`config.mk`:
```
export PLATFORM = sky130hd
export DESIGN_NAME = bcedn_adapter_stream
export DESIGN_NICKNAME = d
export VERILOG_FILES = /design/src/rtl/bcedn_adapter_pkg.sv /design/src/rtl/bcedn_adapter_coef_rom.sv /design/src/rtl/bcedn_adapter_stream.sv
export SDC_FILE = /design/constraint.sdc
export NUM_CORES = 1
export LEC_CHECK = 0
export ABC_AREA = 0
export ABC_CLOCK_PERIOD_IN_PS = 3030
export CORE_ASPECT_RATIO = 0.75
export CORE_MARGIN = 2
export CORE_UTILIZATION = 50
export CTS_CLUSTER_DIAMETER = 40
export DETAILED_ROUTE_END_ITERATION = 7
export DONT_BUFFER_PORTS = 1
export GPL_TIMING_DRIVEN = 1
export PLACE_DENSITY = 0.69
export SKIP_CTS_REPAIR_TIMING = 1
export SYNTH_ARGS = -nofsm -noshare
export SYNTH_HDL_FRONTEND = slang
export SYNTH_SLANG_ARGS = --single-unit
export TNS_END_PERCENT = 20
```
`constraint.sdc`:
```
create_clock -name clk -period 3.03 [get_ports clk]
set_input_delay 0.1515 -clock clk [delete_from_list [all_inputs] [get_ports clk]]
set_output_delay 0.1515 -clock clk [all_outputs]
set_load 0.02 [all_outputs]
```
`src/rtl/bcedn_adapter_pkg.sv`:
```
// Shared types and helpers for the B-CEDNet full-precision adapter stage.
package bcedn_adapter_pkg;

    // Ceiling log2; returns 0 for values of 0 or 1.
    function automatic int clog2(input int value);
        int r;
        int v;
        r = 0;
        v = value - 1;
        while (v > 0) begin
            r = r + 1;
            v = v >> 1;
        end
        return r;
    endfunction

    typedef enum logic [1:0] {
        IDLE  = 2'd0,
        RUN   = 2'd1,
        DRAIN = 2'd2,
        OUT   = 2'd3
    } state_t;

    // Per-lane ROM field layout, LSB first: flip bit, then ref, then the
    // K weights with weight 0 in the most significant DW bits.
    localparam int FLIP_OFS = 0;
    localparam int REF_OFS  = 1;

    function automatic int lane_width(input int k, input int dw, input int acc_w);
        return k * dw + acc_w + 1;
    endfunction

endpackage

```
`src/rtl/bcedn_adapter_coef_rom.sv`:
```
// Coefficient ROM: one entry per filter group, contents fixed at elaboration,
// registered 1-cycle read.
module adapter_coef_rom
    import bcedn_adapter_pkg::*;
#(
    parameter int DEPTH = 2,
    parameter int WIDTH = 68,
    parameter int AW    = 1,
    parameter logic [DEPTH*WIDTH-1:0] INIT = '0
) (
    input  logic             clk,
    input  logic             rst,
    input  logic [AW-1:0]    i_addr,
    output logic [WIDTH-1:0] o_data
);

    logic [WIDTH-1:0] r_data;

    // Registered read of entry i_addr; entry g sits at bits [g*WIDTH +: WIDTH].
    always_ff @(posedge clk or negedge rst) begin
        if (!rst) begin
            r_data <= '0;
        end else begin
            r_data <= INIT[i_addr*WIDTH +: WIDTH];
        end
    end

    assign o_data = r_data;

endmodule

```
`src/rtl/bcedn_adapter_stream.sv`:
```
// Full-precision adapter: evaluates FD thresholded filters over one window in
// FD/N_PE groups on N_PE MAC lanes and emits an FD-bit binary feature word.
module bcedn_adapter_stream
    import bcedn_adapter_pkg::*;
#(
    parameter int FH            = 3,
    parameter int FW            = 3,
    parameter int D             = 1,
    parameter int FD            = 128,
    parameter int N_PE          = 4,
    parameter int DW            = 8,
    parameter int FRAME_WINDOWS = 4096,
    // Coefficient image: entry g at [g*ENTRY_W +: ENTRY_W], lane 0 in the
    // top LANE_W bits of each entry.
    parameter logic [FD*(FH*FW*D*DW + 2*DW + clog2(FH*FW*D) + 1)-1:0] COEF_INIT = '0
) (
    input  logic                   clk,
    input  logic                   rst,
    input  logic                   start,
    input  logic                   in_valid,
    output logic                   in_ready,
    input  logic [FH*FW*D*DW-1:0]  in_data,
    output logic                   out_valid,
    input  logic                   out_ready,
    output logic [FD-1:0]          out_data,
    output logic                   tg_next,
    output logic                   busy
);

    localparam int K        = FH * FW * D;
    localparam int G        = FD / N_PE;
    localparam int ACC_W    = 2 * DW + clog2(K);
    localparam int LANE_W   = lane_width(K, DW, ACC_W);
    localparam int ENTRY_W  = N_PE * LANE_W;
    localparam int GW       = (G > 1) ? clog2(G) : 1;
    localparam int CNT_W    = clog2(FRAME_WINDOWS + 1);
    localparam logic [GW-1:0]    GRP_LAST = GW'(G - 1);
    localparam logic [CNT_W-1:0] CNT_LAST = CNT_W'(FRAME_WINDOWS - 1);

    state_t             r_state;
    logic [GW-1:0]      r_grp;
    logic               r_drain;
    logic [K*DW-1:0]    r_win;
    logic               r_in_ready;
    logic               r_out_valid;
    logic [FD-1:0]      r_out_data;
    logic [FD-1:0]      r_stage;
    logic               r_rom_vld;
    logic [GW-1:0]      r_rom_grp;
    logic [CNT_W-1:0]   r_cnt;
    logic               r_tg;

    logic [ENTRY_W-1:0]      w_rom_q;
    logic signed [2*DW-1:0]  w_prod [N_PE][K];
    logic signed [ACC_W-1:0] w_acc  [N_PE];
    logic signed [ACC_W-1:0] w_ref  [N_PE];
    logic [N_PE-1:0]         w_bit;
    logic                    w_hs;

    adapter_coef_rom #(
        .DEPTH (G),
        .WIDTH (ENTRY_W),
        .AW    (GW),
        .INIT  (COEF_INIT)
    ) u_rom (
        .clk    (clk),
        .rst    (rst),
        .i_addr (r_grp),
        .o_data (w_rom_q)
    );

    assign w_hs = r_out_valid && out_ready;

    // Window control: accept, issue G group addresses, wait out the ROM and
    // compare pipeline, then hold the result until downstream takes it.
    always_ff @(posedge clk or negedge rst) begin
        if (!rst) begin
            r_state     <= IDLE;
            r_grp       <= '0;
            r_drain     <= 1'b0;
            r_win       <= '0;
            r_in_ready  <= 1'b0;
            r_out_valid <= 1'b0;
            r_out_data  <= '0;
        end else begin
            case (r_state)
                IDLE: begin
                    if (r_in_ready && in_valid) begin
                        r_win      <= in_data;
                        r_grp      <= '0;
                        r_in_ready <= 1'b0;
                        r_state    <= RUN;
                    end else begin
                        r_in_ready <= 1'b1;
                    end
                end
                RUN: begin
                    if (r_grp == GRP_LAST) begin
                        r_grp   <= '0;
                        r_drain <= 1'b0;
                        r_state <= DRAIN;
                    end else begin
                        r_grp <= r_grp + 1'b1;
                    end
                end
                DRAIN: begin
                    if (r_drain) begin
                        r_out_valid <= 1'b1;
                        r_out_data  <= r_stage;
                        r_state     <= OUT;
                    end else begin
                        r_drain <= 1'b1;
                    end
                end
                OUT: begin
                    if (out_ready) begin
                        r_out_valid <= 1'b0;
                        r_in_ready  <= 1'b1;
                        r_state     <= IDLE;
                    end
                end
                default: r_state <= IDLE;
            endcase
        end
    end

    // Tag each ROM word with the group it belongs to, one cycle behind the address.
    always_ff @(posedge clk or negedge rst) begin
        if (!rst) begin
            r_rom_vld <= 1'b0;
            r_rom_grp <= '0;
        end else begin
            r_rom_vld <= (r_state == RUN);
            r_rom_grp <= r_grp;
        end
    end

    // MAC and threshold per lane: signed sum of products against ref, optional flip.
    always_comb begin
        w_bit = '0;
        for (int i = 0; i < N_PE; i++) begin
            w_acc[i] = '0;
            w_ref[i] = $signed(w_rom_q[(N_PE-1-i)*LANE_W + REF_OFS +: ACC_W]);
            for (int k = 0; k < K; k++) begin
                w_prod[i][k] = $signed(r_win[K*DW-1-k*DW -: DW])
                             * $signed(w_rom_q[(N_PE-1-i)*LANE_W + LANE_W-1-k*DW -: DW]);
                w_acc[i] = w_acc[i] + ACC_W'(w_prod[i][k]);
            end
            w_bit[i] = (w_acc[i] >= w_ref[i]) ^ w_rom_q[(N_PE-1-i)*LANE_W + FLIP_OFS];
        end
    end

    // Staging register: filter f = grp*N_PE + lane lands at bit FD-1-f.
    always_ff @(posedge clk or negedge rst) begin
        if (!rst) begin
            r_stage <= '0;
        end else if (r_rom_vld) begin
            for (int f = 0; f < FD; f++) begin
                if (r_rom_grp == GW'(f / N_PE)) begin
                    r_stage[FD-1-f] <= w_bit[f % N_PE];
                end
            end
        end
    end

    // Frame window counter; start clears it, tg_next marks the completing handshake.
    always_ff @(posedge clk or negedge rst) begin
        if (!rst) begin
            r_cnt <= '0;
            r_tg  <= 1'b0;
        end else begin
            r_tg <= w_hs && (r_cnt == CNT_LAST);
            if (start) begin
                r_cnt <= '0;
            end else if (w_hs) begin
                r_cnt <= (r_cnt == CNT_LAST) ? '0 : r_cnt + 1'b1;
            end
        end
    end

    assign in_ready  = r_in_ready;
    assign out_valid = r_out_valid;
    assign out_data  = r_out_data;
    assign tg_next   = r_tg;
    assign busy      = (r_state != IDLE);

endmodule

```
* Yosys cells after proc, flatten, opt, wreduce, memory -nomap -nowiden
Index checks and enable logic that the tools add are counted.
** Storage, ports and cells
- Input bits :: 77
- Register bits after elaboration :: 730
- Word-level logic and storage cells :: 233
- Output and inout bits :: 132
** Cells by class
- $lt $le $gt $ge :: 4
- Multipliers :: 37
- Multiplexer cells :: 19
- Shift operators :: 1
- Eq/ne operators :: 40
- Reduce and logical (&&, ||, !) cells :: 50
- Add/subtract/negate cells :: 34
- Bitwise gates (word level) :: 4
** Operators by type and width (count)
- $shiftx A11904 B15 Y372 const A :: 1
- $mul A8 B8 Y16 :: 36
- $add A20 B16 Y20 :: 16
- $eq A5 B5 Y1 const B :: 17
- $add A19 B16 Y20 :: 4
- $ge A20 B20 Y1 :: 4
- $add A18 B16 Y19 :: 4
- $reduce_and A2 Y1 :: 37
- $add A17 B16 Y18 :: 4
- $add A16 B16 Y17 :: 4
- $eq A5 B4 Y1 const B :: 8
- $mux W13 :: 3
- $eq A5 B3 Y1 const B :: 4
- $add A13 B1 Y13 const B :: 1
- $eq A13 B12 Y1 const B :: 1
- $mul A5 B7 Y12 const B :: 1
- $reduce_bool A2 Y1 :: 6
- $eq A5 B2 Y1 const B :: 2
- $mux W5 :: 2
- $pmux W5 S2 :: 1
- $mux W2 :: 4
- $ne A2 B2 Y1 const B :: 4
- $pmux W2 S4 :: 1
- $pmux W1 S2 :: 3
- 11 further kinds :: 21

* Longest topological paths before layout
- Word-level depth :: 11
- Gate-level depth with buffers :: 7
- Mapped depth without buffers :: 7

* Cells and area by module
A second synthesis with hierarchy kept.
** Unflattened totals
- Cell total of the unflattened synthesis :: 12395
- Area, all modules :: 122538.8 um^2
** Modules (own cells, without submodules)
- bcedn_adapter_stream :: area each 119742.3 um^2, sequential area each 8958.6 um^2, cells an instance 12022, times used 1
- adapter_coef_rom :: area each 2796.4 um^2, sequential area each 0.0 um^2, cells an instance 373, times used 1

* Worst setup path after synthesis
OpenSTA, ideal clock, no wires.
- Path type :: reg2reg
- Start point :: register r_grp[0]
- End point :: register r_state[1]
- Cell stages (with the launch flop) :: 8
- Buffers on the path :: 0
- Path slack :: 1.303 ns
- Period minus slack after synthesis :: 1.727 ns
- Required time :: 2.902 ns
- Arrival :: 1.599 ns
- Library setup time :: 0.128 ns
- Cell sequence :: dfrtp_1 ha_1 and3_1 ha_1 nand2b_1 nand3_1 a21oi_1 mux2_1
** On the way
- Cells in the longest elaborated chain, start to end :: 3
** RTL lines
- from (decl) :: RTL line bcedn_adapter_stream.sv:41 : logic [GW-1:0] r_grp;
- from (signal assigned) :: RTL line bcedn_adapter_stream.sv:103 : r_grp <= r_grp + 1'b1;
- $eq A5 B5 Y1 :: RTL line bcedn_adapter_stream.sv:98 : if (r_grp == GRP_LAST) begin
- $ne A2 B2 Y1 (no line)
- $reduce_and A4 Y1 (no line)
- to (signal assigned) :: RTL line bcedn_adapter_stream.sv:92 : r_state <= RUN;
- to (signal assigned) :: RTL line bcedn_adapter_stream.sv:101 : r_state <= DRAIN;
- to (signal assigned) :: RTL line bcedn_adapter_stream.sv:110 : r_state <= OUT;
- to (decl) :: RTL line bcedn_adapter_stream.sv:40 : state_t r_state;
Every way passes these cells.
A chain may end at the register's enable or synchronous reset.

* Final worst setup path
- Start point :: register r_state[0]
- End point :: register r_out_data[75] (netlist: out_data[75])
** On the way
- Cells in the longest elaborated chain, start to end :: 2
** RTL lines
- from (signal assigned) :: RTL line bcedn_adapter_stream.sv:78 : r_state <= IDLE;
- from (signal assigned) :: RTL line bcedn_adapter_stream.sv:92
- from (signal assigned) :: RTL line bcedn_adapter_stream.sv:101
- $eq A2 B2 Y1 :: RTL line bcedn_adapter_stream.sv:86 : case (r_state)
- $reduce_and A2 Y1 (no line)
- to (signal assigned) :: RTL line bcedn_adapter_stream.sv:109 : r_out_data <= r_stage;
- to (decl) :: RTL line bcedn_adapter_stream.sv:46 : logic [FD-1:0] r_out_data;
Every way passes these cells.

==> metrics.txt <==
leak pwr 2.08 nW; antenna-violating nets left 0; Placer Congestion 0.804; Pwr Total 0.00333 W; Main synth FF type dfrtp_1; endpoints failing setup 0; Total Die Area 9670 um^2; Logic pwr share 0.170; Seq pwr share 0.491; initial DRC count 224; Skew-Pair Late Insertion Delay 0.34 ns; Synth area leader dfrtp_1; wirelength, routed 7.25 mm; Synthesized Nets 464; area grow syn2layout -5.43%; Layout fillers 746; sequential-to-total area share from yosys stat 0.529; CTS max path bufs 2; first-pass GRT wire length 11.9 mm; Reg-to-Reg Start r_state[0]; EDFF count, synth 0; Initial Utilization 0.519; part of the cycle the worst path needs 0.711; clk_skew 0.00640 ns; post-DR wirelength/cell 17.9 um; die height 85.7 um; placed insts 387; CTS tree done; WP data required 3.24 ns; outcome finished with violations; total track usage 0.158; vias in the first global route 2227; Pins Over Slew Limit 0; Setup crit end kind flop; worst setup margin 0.877 ns; Worst setup endpoint out_data[75]; drt pass-1 iters 8; switching fraction of total power 0.322; FF+latch count, synth 94; top post-synthesis cells by area dfrtp_1 (53%), buf_4 (16%), mux2_1 (7.9%); P_sw 0.00107 W; Std-Cell Rows 29; Setup crit start r_state[0]; Synth warnings 0; largest net degree at the start of global routing 95; final hold vios 1; final net count 377; FF+latch area 2350 um^2; internal power 0.00226 W; chip width 113 um; mean post-synth cell area 11.7 um^2; DP Wirelength 4.89 mm; final hold slack -0.00410 ns; initial antenna violation count 0; WP data arrival 2.36 ns; ANT cells 0; total grt overflow 0; Clock power frac 0.340; Max Fanout on Critical Path 19; dpl ws 0.864 ns; Core ar. 8560 um^2; I/O pin count 209; PwrDens 791 nW/um^2; H-Tree Depth 3; root buffer cell clkbuf_16; multi-input logic area 1330 um^2; proportion of layout cells with a drive suffix above 1 0.0705; CTS buffer count 9; synth unique cells 43; flop2flop setup slack 0.88 ns; DRC 9; Critical Setup Path Class reg -> reg; Via density 5.61; max-cap violations 0; HP Class in -> reg; Reg clk slew, reported paths 0.06 ns; r2r worst-path depth 5; Max Fclk 0.464 GHz; Final Non-Filler Cells 406; CTS sink count 94; post-layout minimum cycle time 2.15 ns; worst slew pin tran 0.826 ns; worst r2r dst out_data[75]; Post-Synthesis Cells 380; Post-synth ARST share 1.00; Port-buffer cells 0; Vias 2279; mapped cell area 4450 um^2; peak supply drop 0.394 mV; top-area cell type share of the netlist area 0.529; startpoint class of the critical path flop; Slew HR 0.448; TNS Setup 0 ns; RSZ-0062 raised after global routing no; violated checks DRC, hold timing
-- cell families after synthesis --
family / after synthesis / synth area share
buf+inv: 108 / 0.172
flops: 94 / 0.529
simple gates: 74 / 0.0861
compound gates: 55 / 0.0917
mux: 33 / 0.0833
xor+xnor: 9 / 0.0177
fa+ha+maj: 7 / 0.0197
-- cell usage after synthesis, types with 2 or more instances --
cell and number:
o21bai_1 9, a32o_1 2, nor2_1 19, nand2b_1 7
o21ai_0 2, mux2_1 31, buf_4 96, nand4_1 5
o41ai_1 2, dfrtp_1 94, nand2_1 15, a41o_1 2
xnor2_1 7, o31ai_1 2, nor2b_1 3, xor2_1 2
nor4_1 4, or4_1 2, nor3_1 5, inv_1 6
a21o_1 14, clkbuf_1 5, a21oi_1 4, a31o_1 5
nand3_1 7, ha_1 7, o21ai_1 7
-- metal layers --
layer	GRT usage	share of wire	routed length [um]
met1	0.229	0.49	3560
met2	0.220	0.42	3020
met3	0.0700	0.082	598
met4	0.0377	0.010	76
met5	0	0	0
-- layout make-up --
type / count / area share
clock inverters: 5 / 0.0137
inverters: 6 / 0.00536
multi-input cells: 178 / 0.316
clock buffers: 11 / 0.0577
repair buffers: 4 / 0.0161
well taps: 108 / 0.0321
flip-flops and latches: 94 / 0.559
-- placed cells by master, fill, tap and decap left out, types with 3 or more instances in the layout --
master and count:
nand3_1 7, nand4_1 5, ha_1 7, nor4_1 4, xnor2_1 7, a21o_1 14, nor3_1 5, o21ai_1 7
dfrtp_1 94, o21bai_1 9, nor2b_1 3, a31o_1 5, inv_1 6, mux2_1 31, nor2_1 19, nand2_1 15
a21oi_1 4, nand2b_1 7, clkbuf_16 9
-- stage by stage --
| stage | util | instance area [um^2] |
|---|---|---|
| floorplan | - | 4450 |
| finish | 0.491 | 4210 |
| global route | 0.491 | 4210 |
| CTS | 0.486 | 4160 |
| global placement | 0.450 | 3860 |
| detailed placement | 0.450 | 3860 |
-- registers in the layout (all words and copies together) (netlist names) --
name       flops
in_ready       1
out_data      32
out_valid      1
r_cnt         13
r_drain        1
r_grp          5
r_rom_grp      5
r_rom_vld      1
r_stage       32
r_state        2
tg_next        1
-- power groups by stage --
stage	clock network (W)	registers (W)	logic, W
6_report	0.00113	0.00163	0.000565
3_3_place_gp	0	0.00165	0.000525
5_1_grt	0.00120	0.00166	0.000636
2_1_floorplan	0	0.00151	0.000625
4_1_cts	0.00116	0.00164	0.000543
3_5_place_dp	0	0.00166	0.000541
-- worst min-delay path by stage --
stage,start,end,depth (start not counted)
2_1_floorplan,rst,in_ready,0
3_3_place_gp,rst,out_data[107],0
3_5_place_dp,rst,out_data[107],0
4_1_cts,rst,out_data[107],0
5_1_grt,out_ready,out_valid,3
6_report,out_ready,out_valid,3
-- worst max-delay path, stage by stage, from the launching register on --
cell and delay (ns):
dfrtp_1 0.41, inv_1 0.09, ha_1 0.28, nand2_1 0.54
buf_12 0.38, mux2_1 0.33
Note: power is estimated with default switching activity, not from simulation.
